**src/rtl/mem_port_arbiter.sv**
```systemverilog
// mem_port_arbiter
//   Shares one single-port memory between the CPU instruction-fetch port (IF)
//   and the data-memory port (DM). Each access runs IDLE -> GNT_x (launch
//   cycle) -> GNT_x (memory cycles, mem_ce=1) -> IDLE with a one-cycle ack.
//   Contention is resolved round-robin; DM wins the first contention after
//   reset. An access that sees no mem_rdy for TIMEOUT memory cycles is
//   aborted with a zero-data ack and a sticky timeout_err.
//
// Handshake (both requester ports):
//   x_req and its payload are held stable from assertion until x_ack. x_ack
//   is a single-cycle pulse; x_rdata is valid while x_ack=1. A req still high
//   at the edge that ends the ack cycle starts a new access, so a requester
//   that wants one access drops req combinationally on ack. The memory side
//   completes an access by raising mem_rdy while mem_ce=1; mem_rdy is ignored
//   whenever mem_ce=0.
//
// Ports:
//   clk, rst           clock, asynchronous active-low reset
//   if_req/if_addr     fetch request (read only) -> if_rdata, if_ack
//   dm_req/dm_we/dm_addr/dm_wdata/dm_sel -> dm_rdata, dm_ack
//   mem_ce/mem_we/mem_addr/mem_wdata/mem_sel, mem_rdata/mem_rdy  memory side
//   stall_req          combinational pipeline stall request
//   timeout_err        sticky abort flag, cleared only by reset
//   fsm_state          current FSM state (0=IDLE, 1=GNT_IF, 2=GNT_DM)

module mem_port_arbiter #(
  parameter int ADDR_W  = 32,
  parameter int DATA_W  = 32,
  parameter int TIMEOUT = 16
) (
  input  logic                clk,
  input  logic                rst,
  input  logic                if_req,
  input  logic [ADDR_W-1:0]   if_addr,
  output logic [DATA_W-1:0]   if_rdata,
  output logic                if_ack,
  input  logic                dm_req,
  input  logic                dm_we,
  input  logic [ADDR_W-1:0]   dm_addr,
  input  logic [DATA_W-1:0]   dm_wdata,
  input  logic [DATA_W/8-1:0] dm_sel,
  output logic [DATA_W-1:0]   dm_rdata,
  output logic                dm_ack,
  output logic                mem_ce,
  output logic                mem_we,
  output logic [ADDR_W-1:0]   mem_addr,
  output logic [DATA_W-1:0]   mem_wdata,
  output logic [DATA_W/8-1:0] mem_sel,
  input  logic [DATA_W-1:0]   mem_rdata,
  input  logic                mem_rdy,
  output logic                stall_req,
  output logic                timeout_err,
  output logic [1:0]          fsm_state
);

  typedef enum logic [1:0] {
    IDLE   = 2'd0,
    GNT_IF = 2'd1,
    GNT_DM = 2'd2
  } state_t;

  // Last memory cycle index before an access is aborted.
  localparam logic [7:0] WAIT_LAST = 8'(TIMEOUT - 1);

  state_t     state;
  logic       last_dm;   // 1 when the most recent grant went to DM
  logic [7:0] wait_cnt;

  assign fsm_state = state;
  assign stall_req = (if_req & ~if_ack) | (dm_req & ~dm_ack);

  always_ff @(posedge clk or negedge rst) begin
    if (!rst) begin
      state       <= IDLE;
      last_dm     <= 1'b0;
      wait_cnt    <= '0;
      timeout_err <= 1'b0;
      mem_ce      <= 1'b0;
      mem_we      <= 1'b0;
      mem_addr    <= '0;
      mem_wdata   <= '0;
      mem_sel     <= '0;
      if_ack      <= 1'b0;
      dm_ack      <= 1'b0;
      if_rdata    <= '0;
      dm_rdata    <= '0;
    end else begin
      if_ack <= 1'b0;
      dm_ack <= 1'b0;
      case (state)
        IDLE: begin
          // DM wins contention unless it was granted last.
          if (dm_req && (!if_req || !last_dm)) begin
            state    <= GNT_DM;
            last_dm  <= 1'b1;
            wait_cnt <= '0;
          end else if (if_req) begin
            state    <= GNT_IF;
            last_dm  <= 1'b0;
            wait_cnt <= '0;
          end
        end
        GNT_IF, GNT_DM: begin
          if (!mem_ce) begin
            // Launch cycle: latch the winner's payload onto the memory bus.
            mem_ce <= 1'b1;
            if (state == GNT_DM) begin
              mem_we    <= dm_we;
              mem_addr  <= dm_addr;
              mem_wdata <= dm_wdata;
              mem_sel   <= dm_sel;
            end else begin
              mem_we    <= 1'b0;
              mem_addr  <= if_addr;
              mem_wdata <= '0;
              mem_sel   <= '1;
            end
          end else if (mem_rdy || (wait_cnt == WAIT_LAST)) begin
            // Completion or abort; a late mem_rdy on the last cycle still
            // counts as a normal completion.
            state   <= IDLE;
            mem_ce  <= 1'b0;
            mem_we  <= 1'b0;
            mem_sel <= '0;
            if (!mem_rdy) timeout_err <= 1'b1;
            if (state == GNT_IF) begin
              if_ack   <= 1'b1;
              if_rdata <= mem_rdy ? mem_rdata : '0;
            end else begin
              dm_ack   <= 1'b1;
              dm_rdata <= (mem_rdy && !mem_we) ? mem_rdata : '0;
            end
          end else begin
            wait_cnt <= wait_cnt + 8'd1;
          end
        end
        default: state <= IDLE;
      endcase
    end
  end

endmodule

```
**config.mk**
```make
export PLATFORM = sky130hd
export DESIGN_NAME = mem_port_arbiter
export DESIGN_NICKNAME = d
export VERILOG_FILES = /design/src/rtl/mem_port_arbiter.sv
export SDC_FILE = /design/constraint.sdc
export NUM_CORES = 1
export LEC_CHECK = 0
export BUFFER_PORTS_ARGS = -buffer_cell sky130_fd_sc_hd__buf_2
export CORE_MARGIN = 10
export CORE_UTILIZATION = 35
export CTS_CLUSTER_DIAMETER = 200
export CTS_CLUSTER_SIZE = 25
export DETAILED_ROUTE_END_ITERATION = 8
export PLACE_DENSITY = 0.7
export RECOVER_POWER = 25
export SYNTH_ARGS = -nofsm -noshare
export SYNTH_HDL_FRONTEND = slang
export SYNTH_SLANG_ARGS = --single-unit
export TNS_END_PERCENT = 5
```
**constraint.sdc**
```tcl
create_clock -name clk -period 3.74 [get_ports clk]
set_input_delay 0.187 -clock clk [delete_from_list [all_inputs] [get_ports clk]]
set_output_delay 0.187 -clock clk [all_outputs]
set_load 0.01 [all_outputs]
```
Yosys cells after proc, flatten, opt, wreduce, memory -nomap -nowiden
Cells that the tools add are included.
{"block": "op_classes", "addsub": 1, "n_eq_ne": 8, "muxes": 32, "n_bitwise": 8, "reduce_logical": 19}
{"op": "32-bit 2-to-1 mux", "count": 4}
{"op": "8-bit 2-to-1 mux", "count": 4}
{"op": "8-bit one-hot mux with 2 select lines", "count": 1}
{"op": "4-bit AND reduction", "count": 4}
{"op": "1-bit 2-to-1 mux", "count": 15}
{"op": "4-bit 2-to-1 mux", "count": 3}
{"op": "8-bit by 1-bit adder with 8-bit output, second input constant", "count": 1}
{"op": "8-bit by 4-bit equality test with 1-bit output, second input constant", "count": 1}
{"op": "2-bit 2-to-1 mux", "count": 4}
{"op": "2-bit != test, second input constant", "count": 3}
{"op": "2-bit AND reduction", "count": 3}
{"op": "1-bit NOT", "count": 5}
{"op": "2-bit one-hot mux with 2 select lines", "count": 1}
{"op": "2-bit nonzero test", "count": 2}
{"op": "1-bit zero test", "count": 3}
{"op": "3-bit != test, second input constant", "count": 1}
{"op": "3-bit AND reduction", "count": 1}
{"op": "1-bit bitwise AND", "count": 2}
{"op": "2-bit by 1-bit equality test with 1-bit output, second input constant", "count": 1}
{"op": "2-bit equality test, second input constant", "count": 1}
{"op": "1-bit logical AND", "count": 2}
{"op": "2-bit zero test", "count": 1}
{"op": "1-bit logical OR", "count": 2}
{"op": "2-bit by 1-bit != test with 1-bit output, second input constant", "count": 1}
{"op": "2 further kinds", "count": 2}
{"block": "totals", "ff_bits": 148, "inputBits": 138, "wordCells": 81}

Longest topological paths before layout
{"block": "depth", "word_depth": 5, "ltp_mapped": 7, "ltp_nobuf": 6}

Least setup slack after synthesis
OpenSTA, ideal clock, no wires.
{"block": "synth_timing", "kind": "register -> register", "start": "register state[1] (netlist: fsm_state[1])", "end": "register wait_cnt[7]", "setup_time_ns": 0.126, "arrival_ns": 1.882, "required_time_ns": 3.614, "slack_ns": 1.732, "stages_incl_launch_ff": 7, "path_buffers": 0, "synth_period_minus_slack_ns": 2.008, "cell_sequence": "dfrtp_1 > inv_1 > ha_1 > nand2_1 > a2111oi_4 > nor2_1 > a221o_1"}
{"block": "synth_between", "elab_chain_cells": 4, "elab_cells_between_ends": 10}
{"item": "from (decl)", "line": "65", "source": "state_t state;"}
{"item": "from (signal assigned)", "line": "74", "source": "state <= IDLE;"}
{"item": "from (signal assigned)", "line": "94", "source": "state <= GNT_DM;"}
{"item": "from (signal assigned)", "line": "98", "source": "state <= GNT_IF;"}
{"item": "2-bit equality test or 2-bit by 1-bit equality test with 1-bit output (tied branches)", "line": "90", "source": "case (state)"}
{"item": "2-bit OR reduction", "line": "90"}
{"item": "2-bit != test (no source line) or 2-bit nonzero test (tied branches)"}
{"item": "4-bit AND reduction (no source line)"}
{"item": "to (signal assigned)", "line": "134", "source": "wait_cnt <= wait_cnt + 8'd1;"}
{"item": "to (decl)", "line": "67", "source": "logic [7:0] wait_cnt;"}
Several ways; a longest one is shown, not always the timed one.
A chain may end at the register's enable or synchronous reset.

Worst setup path in the final report
{"block": "layout_timing", "start": "register state[1] (netlist: fsm_state[1])", "end": "register dm_rdata[30]"}
{"block": "layout_between", "elab_chain_cells": 3, "elab_cells_between_ends": 5}
{"item": "2-bit equality test or 2-bit by 1-bit equality test with 1-bit output (tied branches)", "line": "90, 126"}
{"item": "2-bit OR reduction or 1-bit NOT (tied branches)"}
{"item": "4-bit AND reduction (no source line) (*)"}
{"item": "to (signal assigned)", "line": "131", "source": "dm_rdata <= (mem_rdy && !mem_we) ? mem_rdata : '0;"}
{"item": "to (decl)", "line": "42", "source": "output logic [DATA_W-1:0] dm_rdata,"}
Every way passes the cells marked *; elsewhere a longest branch is shown, timed or not.

==> results by group <==
Critical path
  – Reg2reg setup slack: 1.04 ns
  – Largest fanout on the critical path: 33
  – Crit path kind: register to register
  – WP data required: 4.03 ns
  – Worst reg2reg path depth: 5
  – CP startpoint kind: register
  – Reg-to-reg critical path endpoint: dm_rdata[30]
  – Arrival time worst endpoint: 2.99 ns
  – Worst r2r src: fsm_state[1]
  – Crit end category: register

Clocking
  – Clock sink count: 148
  – CTS Buf Count: 17
  – CTS tree: done
  – Number of cells upsized or downsized after cts: 0
  – Bufs on Longest Clock Path: 2
  – Setup repair bufs after CTS: 0
  – Clock H-tree levels: 4
  – Skew-Pair Late Insertion Delay: 0.41 ns
  – Reg clk slew, reported paths: 0.06 ns
  – Root buf cell: clkbuf_16

Finish
  – Nets: 1,019
  – P&R area growth vs syn: 37.7%
  – N_diodes: 0
  – Share of post-route cells with drive strength above 1: 33.4%
  – Fill count: 1,614
  – Non-Filler Instances: 1,114
  – Sequential Area: 3700 um^2
  – Area of the multi-input gates: 2190 um^2

Run
  – Maximum capacitance violations: 1

Yosys
  – Flops & latches, synth: 148
  – Syn nets: 737
  – Synth unique cells: 37
  – Post-synthesis sequential area ratio: 59.5%
  – Ys flop type: dfrtp_1
  – Syn Area/Cell: 10.5 um^2
  – Post-synth design cell area: 6220 um^2
  – Synth async-reset ratio: 100%
  – Number of synthesized flops with an enable pin: 0
  – Synthesis Warnings: 0
  – Mapped Cells: 594

Drt
  – Vias: 5,452
  – Vias per cell: 4.89
  – Avg WL per Cell: 17.9 um
  – Post-Route WL: 19,900 um
  – TritonRoute pass-1 iters: 4
  – Final ANT Viol Nets: 0
  – DR iter-0 viols: 234
  – DRC violations left: 0

GRT
  – Largest net degree at the start of global routing: 134
  – First-pass GRT wire length: 31,800 um
  – Initial antenna violation count: 0
  – Vias in the first global route: 5,740
  – Total GRT Usage: 16.5%
  – Remaining Overflow, GRT: 0

Min path
  – Worst Hold Class: input pin to register
  – Worst hold endpoint: dm_rdata[17]
  – Hold Crit Depth: 2
  – Hold Crit Start: mem_rdata[17]

STA
  – Final Max Slew Viols: 87
  – Rel. slew slack: -46.5%
  – Part of the cycle the worst path needs: 72.3%
  – Fin Hold WS: 0.0242 ns
  – Slew @ Worst Pin: 2.20 ns
  – RSZ-0062 raised after global routing: false
  – Min Tclk post-route: 2.70 ns
  – Clock skew: 0.0116 ns
  – Max Fclk: 370 MHz
  – Final Setup Violations: 0
  – Final Hold Fails: 0
  – Setup TNS: 0 ns

Place
  – Port Buf Inserts: 277
  – Placed Cells: 1,059
  – GPL Wtd Cong: 0.799
  – Post-DP HPWL: 14,300 um

Pwr
  – Sw Ratio: 38.8%
  – Clock power frac: 23.3%
  – Internal power: 4330 uW
  – VDD IR max: 0.460 mV
  – Lkg Pwr: 0.00429 uW
  – PwrDens: 826 nW/um^2
  – Reg power frac: 37.4%
  – P_sw: 2750 uW
  – Combinational Power Share: 39.3%

Die
  – Die W: 153 um
  – Io pins: 278
  – Site Rows: 48
  – Starting Density: 35.8%
  – Die area: 23,500 um^2
  – Die Y: 153 um
  – Total core area: 17,400 um^2

Outcome
  – Status: finished with violations
  – Failing checks: capacitance limit, slew limit
==> critical path, cell delays in order (launching register included) <==
cell     delay (ns)
dfrtp_1        0.43
inv_1          0.12
ha_1           0.54
nand2_1        0.22
or3_1          0.84
a22o_1         0.42
==> metal layers <==
metal,up-vias,global-route usage [%],share of wire [%]
met5,-,0,0
met4,0,5.35,1.4
met3,27,7.46,11
met2,254,24.6,44
met1,2545,20.8,44
li1,2626,-,-
==> cells in the final DEF (no fill, tap or decap), types with 6 or more instances in the layout <==
| master | instances |
|---|---|
| clkbuf_1 | 27 |
| dfrtp_1 | 148 |
| a22o_1 | 34 |
| inv_1 | 40 |
| a31oi_1 | 6 |
| dlygate4sd3_1 | 23 |
| buf_2 | 253 |
| mux2i_1 | 32 |
| nand2_1 | 104 |
| o21ai_0 | 99 |
| buf_4 | 6 |
| nand4_1 | 33 |
| clkbuf_16 | 17 |
==> synth_stat cells, types with 2 or more instances <==
master	n	area share (%)
inv_1	40	2.4
dfrtp_1	148	60
and3_1	3	0.30
ha_1	5	1.0
and4_1	2	0.28
buf_6	4	0.72
o21ai_0	99	8.0
o2bb2ai_1	5	0.70
nor2_1	5	0.30
a31oi_1	6	0.60
a21oi_1	5	0.40
clkbuf_1	40	2.4
nor2b_1	4	0.40
a21o_1	2	0.24
nor3b_1	2	0.24
nand2_1	105	6.3
mux2i_1	32	5.1
nand3_1	3	0.24
nand4_1	33	3.3
a22o_1	34	4.8
==> power by group through the flow <==
| stage | Clock [uW] | Combinational [uW] | Sequential, uW |
|---|---|---|---|
| 4_1_cts | 1710 | 2860 | 2640 |
| 3_5_place_dp | 0 | 2850 | 2640 |
| 6_report | 1650 | 2780 | 2640 |
| 5_1_grt | 1780 | 3120 | 2720 |
| 3_3_place_gp | 0 | 2780 | 2630 |
| 2_1_floorplan | 0 | 1370 | 2890 |
==> area by class of cell <==
class / instances / share of cell area (%)
Multi-Input combinational cell: 361 / 25.6
Sequential cell: 148 / 43.2
Timing Repair Buffer: 308 / 19.5
Clock buffer: 21 / 5.14
Clock inverter: 11 / 1.47
Inverter: 40 / 1.75
Tap cell: 225 / 3.29
==> sequential cells by signal, summed over array words and instances, names as in the netlist <==
| register | flops |
|---|---|
| if_ack | 1 |
| mem_sel | 4 |
| timeout_err | 1 |
| if_rdata | 32 |
| mem_ce | 1 |
| fsm_state | 2 |
| mem_addr | 32 |
| dm_rdata | 32 |
| last_dm | 1 |
| mem_we | 1 |
| dm_ack | 1 |
| wait_cnt | 8 |
| mem_wdata | 32 |
==> cell families (layout without fill, tap and decap cells) <==
kind of cell / count (synthesis) / after routing / synth area share (%)
simple gates: 163 / 163 / 12.3
compound gates: 160 / 160 / 16.2
flops: 148 / 148 / 59.5
buf+inv: 85 / 380 / 5.63
mux: 33 / 33 / 5.33
fa+ha+maj: 5 / 5 / 1.01
==> per-stage QoR <==
stage	setup slack, ns	util (%)	area (um^2)	total power [uW]
after CTS	1.03	49.5	8590	7210
after global routing	0.829	49.4	8570	7620
final	1.04	49.4	8570	7080
after floorplan	1.73	-	6220	4260
after global placement	1.12	45.0	7810	5410
after detailed placement	1.04	45.0	7810	5490
==> timing repair <==
| item | in CTS | in global routing |
|---|---|---|
| endpoints found under the setup margin | 0 | 0 |
| hold buffers | 22 | 1 |
| hold endpoints to repair | 107 | 1 |
==> how the worst max path moves through the flow <==
stage,from,end,depth (start not counted)
finish,fsm_state[1],dm_rdata[30],5
floorplan,fsm_state[1],wait_cnt[7],6
CTS,fsm_state[1],dm_rdata[24],5
global placement,fsm_state[1],dm_rdata[0],5
detailed placement,fsm_state[0],dm_rdata[5],5
global route,fsm_state[0],dm_rdata[30],5
Note: power is estimated with default switching activity, not from simulation.
